`src/rtl/spi_slave_pkg.sv`:
```
// Shared types and constants for the SPI slave front-end.
package spi_slave_pkg;

  // Main frame sequencer states
  typedef enum logic [2:0] {
    IDLE      = 3'd0,
    CHK_CMD   = 3'd1,
    WRITE     = 3'd2,
    READ_ADD  = 3'd3,
    READ_DATA = 3'd4
  } state_e;

  // Progress of the read-data response inside a READ_DATA frame
  typedef enum logic [1:0] {
    RD_NONE = 2'd0,
    RD_WAIT = 2'd1,
    RD_SEND = 2'd2,
    RD_DONE = 2'd3
  } rd_phase_e;

  // Command opcodes carried in the top two bits of each frame
  localparam logic [1:0] OP_WR_ADDR = 2'b00;
  localparam logic [1:0] OP_WR_DATA = 2'b01;
  localparam logic [1:0] OP_RD_ADDR = 2'b10;
  localparam logic [1:0] OP_RD_DATA = 2'b11;

endpackage

```
`src/rtl/spi_slave_ctrl.sv`:
```
// SPI slave front-end: deserialises MOSI frames into RAM command words and
// serialises the RAM read byte back onto MISO for read-data frames.
module spi_slave_ctrl
  import spi_slave_pkg::*;
#(
  parameter int ADDR_SIZE = 8,
  parameter int DATA_W    = 8
) (
  input  logic                   clk,
  input  logic                   rst_n,
  input  logic                   SS_n,
  input  logic                   MOSI,
  output logic                   MISO,
  output logic [ADDR_SIZE+1:0]   rx_data,
  output logic                   rx_valid,
  input  logic [DATA_W-1:0]      tx_data,
  input  logic                   tx_valid
);

  localparam int W     = ADDR_SIZE + 2;
  localparam int CNT_W = $clog2(W + 1);
  localparam int OUT_W = $clog2(DATA_W + 1);

  // Counter value of the final payload bit (bit 0 of the word)
  localparam logic [CNT_W-1:0] LAST_IDX  = CNT_W'(ADDR_SIZE);
  localparam logic [OUT_W-1:0] OUT_FIRST = OUT_W'(DATA_W - 1);

  state_e           state_q, state_d;
  rd_phase_e        rd_phase_q, rd_phase_d;
  logic [CNT_W-1:0] bit_cnt_q, bit_cnt_d;
  logic [W-1:0]     shift_in_q, shift_in_d;
  logic [W-1:0]     rx_data_q, rx_data_d;
  logic             rx_valid_q, rx_valid_d;
  logic [DATA_W-1:0] shift_out_q, shift_out_d;
  logic [OUT_W-1:0] out_cnt_q, out_cnt_d;
  logic             miso_q, miso_d;
  logic             rd_addr_seen_q, rd_addr_seen_d;

  // State and datapath registers with synchronous active-low reset
  always_ff @(posedge clk) begin
    if (!rst_n) begin
      state_q        <= IDLE;
      rd_phase_q     <= RD_NONE;
      bit_cnt_q      <= '0;
      shift_in_q     <= '0;
      rx_data_q      <= '0;
      rx_valid_q     <= 1'b0;
      shift_out_q    <= '0;
      out_cnt_q      <= '0;
      miso_q         <= 1'b0;
      rd_addr_seen_q <= 1'b0;
    end else begin
      state_q        <= state_d;
      rd_phase_q     <= rd_phase_d;
      bit_cnt_q      <= bit_cnt_d;
      shift_in_q     <= shift_in_d;
      rx_data_q      <= rx_data_d;
      rx_valid_q     <= rx_valid_d;
      shift_out_q    <= shift_out_d;
      out_cnt_q      <= out_cnt_d;
      miso_q         <= miso_d;
      rd_addr_seen_q <= rd_addr_seen_d;
    end
  end

  // Next-state, shift-in/shift-out and strobe generation
  always_comb begin
    state_d        = state_q;
    rd_phase_d     = rd_phase_q;
    bit_cnt_d      = bit_cnt_q;
    shift_in_d     = shift_in_q;
    rx_data_d      = rx_data_q;
    rx_valid_d     = 1'b0;
    shift_out_d    = shift_out_q;
    out_cnt_d      = out_cnt_q;
    miso_d         = miso_q;
    rd_addr_seen_d = rd_addr_seen_q;

    if (state_q != IDLE && SS_n) begin
      // Frame aborted: drop the partial word; a read already answered by
      // the RAM consumes the pending read address.
      state_d     = IDLE;
      rd_phase_d  = RD_NONE;
      bit_cnt_d   = '0;
      shift_in_d  = '0;
      shift_out_d = '0;
      out_cnt_d   = '0;
      miso_d      = 1'b0;
      if (rd_phase_q != RD_NONE) begin
        rd_addr_seen_d = 1'b0;
      end
    end else begin
      case (state_q)
        IDLE: begin
          miso_d = 1'b0;
          if (!SS_n) begin
            state_d = CHK_CMD;
          end
        end

        CHK_CMD: begin
          // Selector bit decides write vs read; a second read frame in a
          // row is the read-data request.
          shift_in_d = {{(W-1){1'b0}}, MOSI};
          bit_cnt_d  = '0;
          if (!MOSI) begin
            state_d = WRITE;
          end else if (!rd_addr_seen_q) begin
            state_d = READ_ADD;
          end else begin
            state_d = READ_DATA;
          end
        end

        WRITE, READ_ADD, READ_DATA: begin
          // Take payload bits until the word is complete, then ignore MOSI
          if (bit_cnt_q <= LAST_IDX) begin
            shift_in_d = {shift_in_q[W-2:0], MOSI};
            bit_cnt_d  = bit_cnt_q + 1'b1;
            if (bit_cnt_q == LAST_IDX) begin
              rx_data_d  = {shift_in_q[W-2:0], MOSI};
              rx_valid_d = 1'b1;
              if (state_q == READ_ADD) begin
                rd_addr_seen_d = 1'b1;
              end
              if (state_q == READ_DATA) begin
                rd_phase_d = RD_WAIT;
              end
            end
          end

          if (state_q == READ_DATA) begin
            case (rd_phase_q)
              RD_WAIT: begin
                // First bit goes out on the same edge the byte is captured
                if (tx_valid) begin
                  miso_d      = tx_data[DATA_W-1];
                  shift_out_d = tx_data << 1;
                  out_cnt_d   = OUT_FIRST;
                  rd_phase_d  = RD_SEND;
                  if (DATA_W == 1) begin
                    rd_addr_seen_d = 1'b0;
                  end
                end
              end
              RD_SEND: begin
                if (out_cnt_q != '0) begin
                  miso_d      = shift_out_q[DATA_W-1];
                  shift_out_d = shift_out_q << 1;
                  out_cnt_d   = out_cnt_q - 1'b1;
                  if (out_cnt_q == OUT_W'(1)) begin
                    rd_addr_seen_d = 1'b0;
                  end
                end else begin
                  miso_d     = 1'b0;
                  rd_phase_d = RD_DONE;
                end
              end
              default: begin
                miso_d = 1'b0;
              end
            endcase
          end
        end

        default: begin
          state_d = IDLE;
        end
      endcase
    end
  end

  assign MISO     = miso_q;
  assign rx_data  = rx_data_q;
  assign rx_valid = rx_valid_q;

endmodule

```
`config.mk`:
```
export PLATFORM = sky130hd
export DESIGN_NAME = spi_slave_ctrl
export DESIGN_NICKNAME = d
export VERILOG_FILES = /design/src/rtl/spi_slave_pkg.sv /design/src/rtl/spi_slave_ctrl.sv
export SDC_FILE = /design/constraint.sdc
export NUM_CORES = 1
export LEC_CHECK = 0
export ABC_CLOCK_PERIOD_IN_PS = 2000
export BUFFER_PORTS_ARGS = -buffer_cell sky130_fd_sc_hd__buf_2
export CAP_MARGIN = 40
export CORE_MARGIN = 3
export CORE_UTILIZATION = 45
export CTS_CLUSTER_SIZE = 28
export DETAILED_ROUTE_END_ITERATION = 10
export PLACE_DENSITY = 0.72
export SLEW_MARGIN = 5
export SYNTH_ARGS = -nofsm -noshare
export SYNTH_HDL_FRONTEND = slang
export SYNTH_SLANG_ARGS = --single-unit
```
`constraint.sdc`:
```
create_clock -name clk -period 2 [get_ports clk]
set_clock_uncertainty 0.2 [all_clocks]
set_input_delay 0 -clock clk [delete_from_list [all_inputs] [get_ports clk]]
set_output_delay 0 -clock clk [all_outputs]
set_load 0.02 [all_outputs]
```
==> key figures <==
Status
  • Status: completed

Worst setup path
  • CP delay by family, top: compound AO/OA/AOI/OAI gates
  • Flop-to-flop setup slack: 0.06 ns
  • CP required: 1.97 ns
  • Crit-path cells: inv_1 > ha_2 > nand2b_2 > a21oi_4 > mux2i_1 > a2111oi_1
  • Critical Path AT: 1.91 ns
  • Worst path bufs/invs: 1
  • R2R cell count: 6
  • RR Endpoint: shift_in_q[0]
  • CP max-delay cell: a2111oi_1
  • Max Fanout on Critical Path: 9
  • Crit path capture type: flip-flop
  • Critical Path Start Type: flip-flop
  • Crit path kind: flip-flop to flip-flop
  • FF-to-FF Start: bit_cnt_q[0]
  • Max stage delay on crit path: 0.43 ns

Synthesis
  • Cells after Synth: 245
  • Synth Area per Inst: 8.93 um^2
  • Mapped Area: 2190 um^2
  • Synth Area in Compound Gates: 20.1%
  • Synth warn: 0
  • FFs w/ async S/R, synth: 0%
  • Synth Area in XOR/XNOR: 0.400%
  • Yosys top cell area share: 38.4%
  • Library cells used by synthesis: 50
  • Post-synth EDFFs: 0
  • Top cells by area, synth: dfxtp_1, mux2i_1, nor2_1
  • Net count after synthesis: around 270
  • Synth Flop Type: dfxtp_1
  • Adder-Cell Fraction of Synth Area: 4.46%
  • Cell taking the most area after synthesis: dfxtp_1
  • Yosys reg bits: 42
  • Mux cell area share after synthesis: 11.5%
  • Simple-gate area share of the yosys netlist: approximately 19%
  • Main combinational cell family by area after synthesis: compound AO/OA/AOI/OAI gates
  • Register area share after synthesis: between 30% and 40%

Final layout
  • Final #Nets: 315
  • Diodes inserted: 0
  • Cell Count, Final, Fillers Out: 361
  • Register Area: 843 um^2
  • Utilization after layout: between 60 and 70%
  • Area Overhead vs Synth: 27.1%
  • Most common cell after layout, fill and taps aside: dfxtp_1
  • Most frequent cells in the layout: dfxtp_1, nor2_1, mux2i_1, buf_2, buf_4
  • Share of cells above drive strength 1: 24.7%
  • Fill cells: 394
  • Area of the multi-input gates: 1280 um^2

Global routing
  • GRT Resource Usage Total: 19.0%
  • Global-route wire length before repair: between 8000 and 9000 um
  • GR peak layer: met2
  • Met3 Use GR: approximately 4.6%
  • Vias in the first global route: roughly 1.8k
  • Initial antenna violation count: 0
  • Gr ovfl total: 0
  • Met2 Use GR: 28.8%
  • Met1 Use GR: approximately a quarter
  • Largest net degree at the start of global routing: 19

Clocking
  • Worst-skew pair later-pin latency: 0.29 ns
  • CTS Buf Count: 5
  • CTS H-tree depth: 2
  • Clock Sinks: between 40 and 50
  • Clock Path Buffers: 2
  • CTS tree: built
  • Root Driver: clkbuf_8
  • Clk slew on worst S/H paths: 0.08 ns

Die
  • IO Count: 25
  • Starting Density: 48.3%
  • Die X: 75.7 um
  • Site Rows: 24
  • Die area: between 5000 and 6000 um^2
  • Core area: 4530 um^2
  • Die height: 75.7 um

Timing
  • Final setup margin: 0.0642 ns
  • Sum Neg Setup Slack: 0 ns
  • Final worst-path cycle share: 96.8%
  • Fmax: 517 MHz
  • Final setup violation count: 0
  • Final min period: 1.94 ns
  • Final hold vios: 0
  • Worst Max-Slew Pin Slew: 0.537 ns
  • Headroom to the max-slew limit: 64.1%
  • Slew Limit Fails: 0

Flow run
  • Total of max-cap violations: 0

Min path
  • Worst hold path endpoint: shift_out_q[1]
  • Hold_sp: shift_out_q[1]
  • Hold crit path type: flip-flop to flip-flop
  • WHS Path Cells: 2

Route
  • DR vias/cell: 5.39
  • Drt first pass iters: 4
  • First DRT Iteration DRCs: 85
  • Post-DRT Antenna Nets: 0
  • # DRC: 0
  • Final WL: 5030 um
  • Via count: 1946
  • Post-DR wirelength/cell: 13.9 um

Pwr
  • Logic pwr share: 10.1%
  • Clock share of power: 39.2%
  • Switching Fraction: 23.3%
  • Worst VDD drop: between 0.2 and 0.3 mV
  • Net Switching: 395 uW
  • Share of power burned in registers: approximately half
  • Pwr/cell area: 610 nW/um^2
  • LEAKAGE: 0.00113 uW
  • Int Power: 1300 uW

Placement
  • Placed wire-length estimate: 3420 um
  • Gpl congestion: 0.800
  • Place WS: 0.00205 ns
  • Port Buffers: 24
  • DP Cell Count: 340
-- worst max path at each step --
stage	from	to	slack [ns]	cells past startpoint
floorplan	bit_cnt_q[0]	rx_data[0]	0.14	7
global placement	bit_cnt_q[0]	shift_in_q[0]	0.07	6
detailed placement	bit_cnt_q[0]	shift_in_q[0]	0.002	6
CTS	rd_phase_q[0]	shift_out_q[5]	0.03	7
global route	bit_cnt_q[0]	shift_in_q[0]	-0.04	6
finish	bit_cnt_q[0]	shift_in_q[0]	0.06	6
-- cells by family after synthesis --
| logic type | after synthesis |
|---|---|
| XOR/XNOR | 1 |
| flip-flops | 42 |
| AO/OA/AOI/OAI | 61 |
| multiplexers | 25 |
| AND/OR/NAND/NOR | 82 |
| buffers and inverters | 26 |
| adder cells (fa/ha/maj) | 8 |
-- sequential cells by signal, summed over array words and instances (netlist names) --
register,count
MISO,1
bit_cnt_q,4
out_cnt_q,4
rd_addr_seen_q,1
rd_phase_q,2
rx_data,10
rx_valid,1
shift_in_q,9
shift_out_q,7
state_q,3
-- power groups by stage --
stage | combinational, uW | clock (uW) | sequential, uW
after floorplan | 88.8 | 0 | 876
after global placement | 139 | 0 | 878
after detailed placement | 142 | 0 | 878
after CTS | 161 | 685 | 858
after global routing | 189 | 723 | 861
final | 172 | 665 | 859
-- cell usage after synthesis (all sizes together) (2+ instances only) --
library cell and number:
a211oi 11, nor4bb 2, a31oi 5, dfxtp 42, a21oi 15, nand2b 6, or3b 2, o21ai 9
inv 13, nand2 8, clkbuf 4, nor2 36, a211o 3, nor3 9, nor2b 5, buf 9
nor4 3, and3 2, mux2i 24, a2111oi 5, ha 7, o2bb2ai 2, nand3 3
-- per-stage QoR --
stage,total power [uW],area [um^2],hold slack [ns]
final,1700,2780,0.280
after global routing,1770,2780,0.300
after CTS,1700,2720,0.276
after detailed placement,1020,2480,0.0662
after global placement,1020,2480,0.0601
after floorplan,965,2190,-0.124
-- worst min-delay path, cell delays in order, from the launching register on --
cell	delay, ns
dfxtp_1	0.32
nand2b_1	0.07
a21oi_1	0.05
-- area by class of cell --
cell class,instances,area share [%]
repair buffers,56,14.9
well taps,65,2.92
clock inverters,2,1.35
multi-input cells,177,46.1
inverters,13,1.75
clock buffers,6,2.61
flip-flops and latches,42,30.3
-- repair_timing --
action                                  in CTS  in global routing
setup buffers                                0                  1
endpoints found under the setup margin       2                 29
hold endpoints to repair                    28                  0
hold buffers                                12                  0
pin swaps                                    0                  1
gates resized for setup                      2                 13
-- metal layers --
metal / wire length, um / vias up
met2: 2350 / 40
met4: 110 / 0
li1: - / 985
met3: 154 / 11
met5: 0 / -
met1: 2420 / 910
Note: power is estimated with default switching activity, not from simulation.
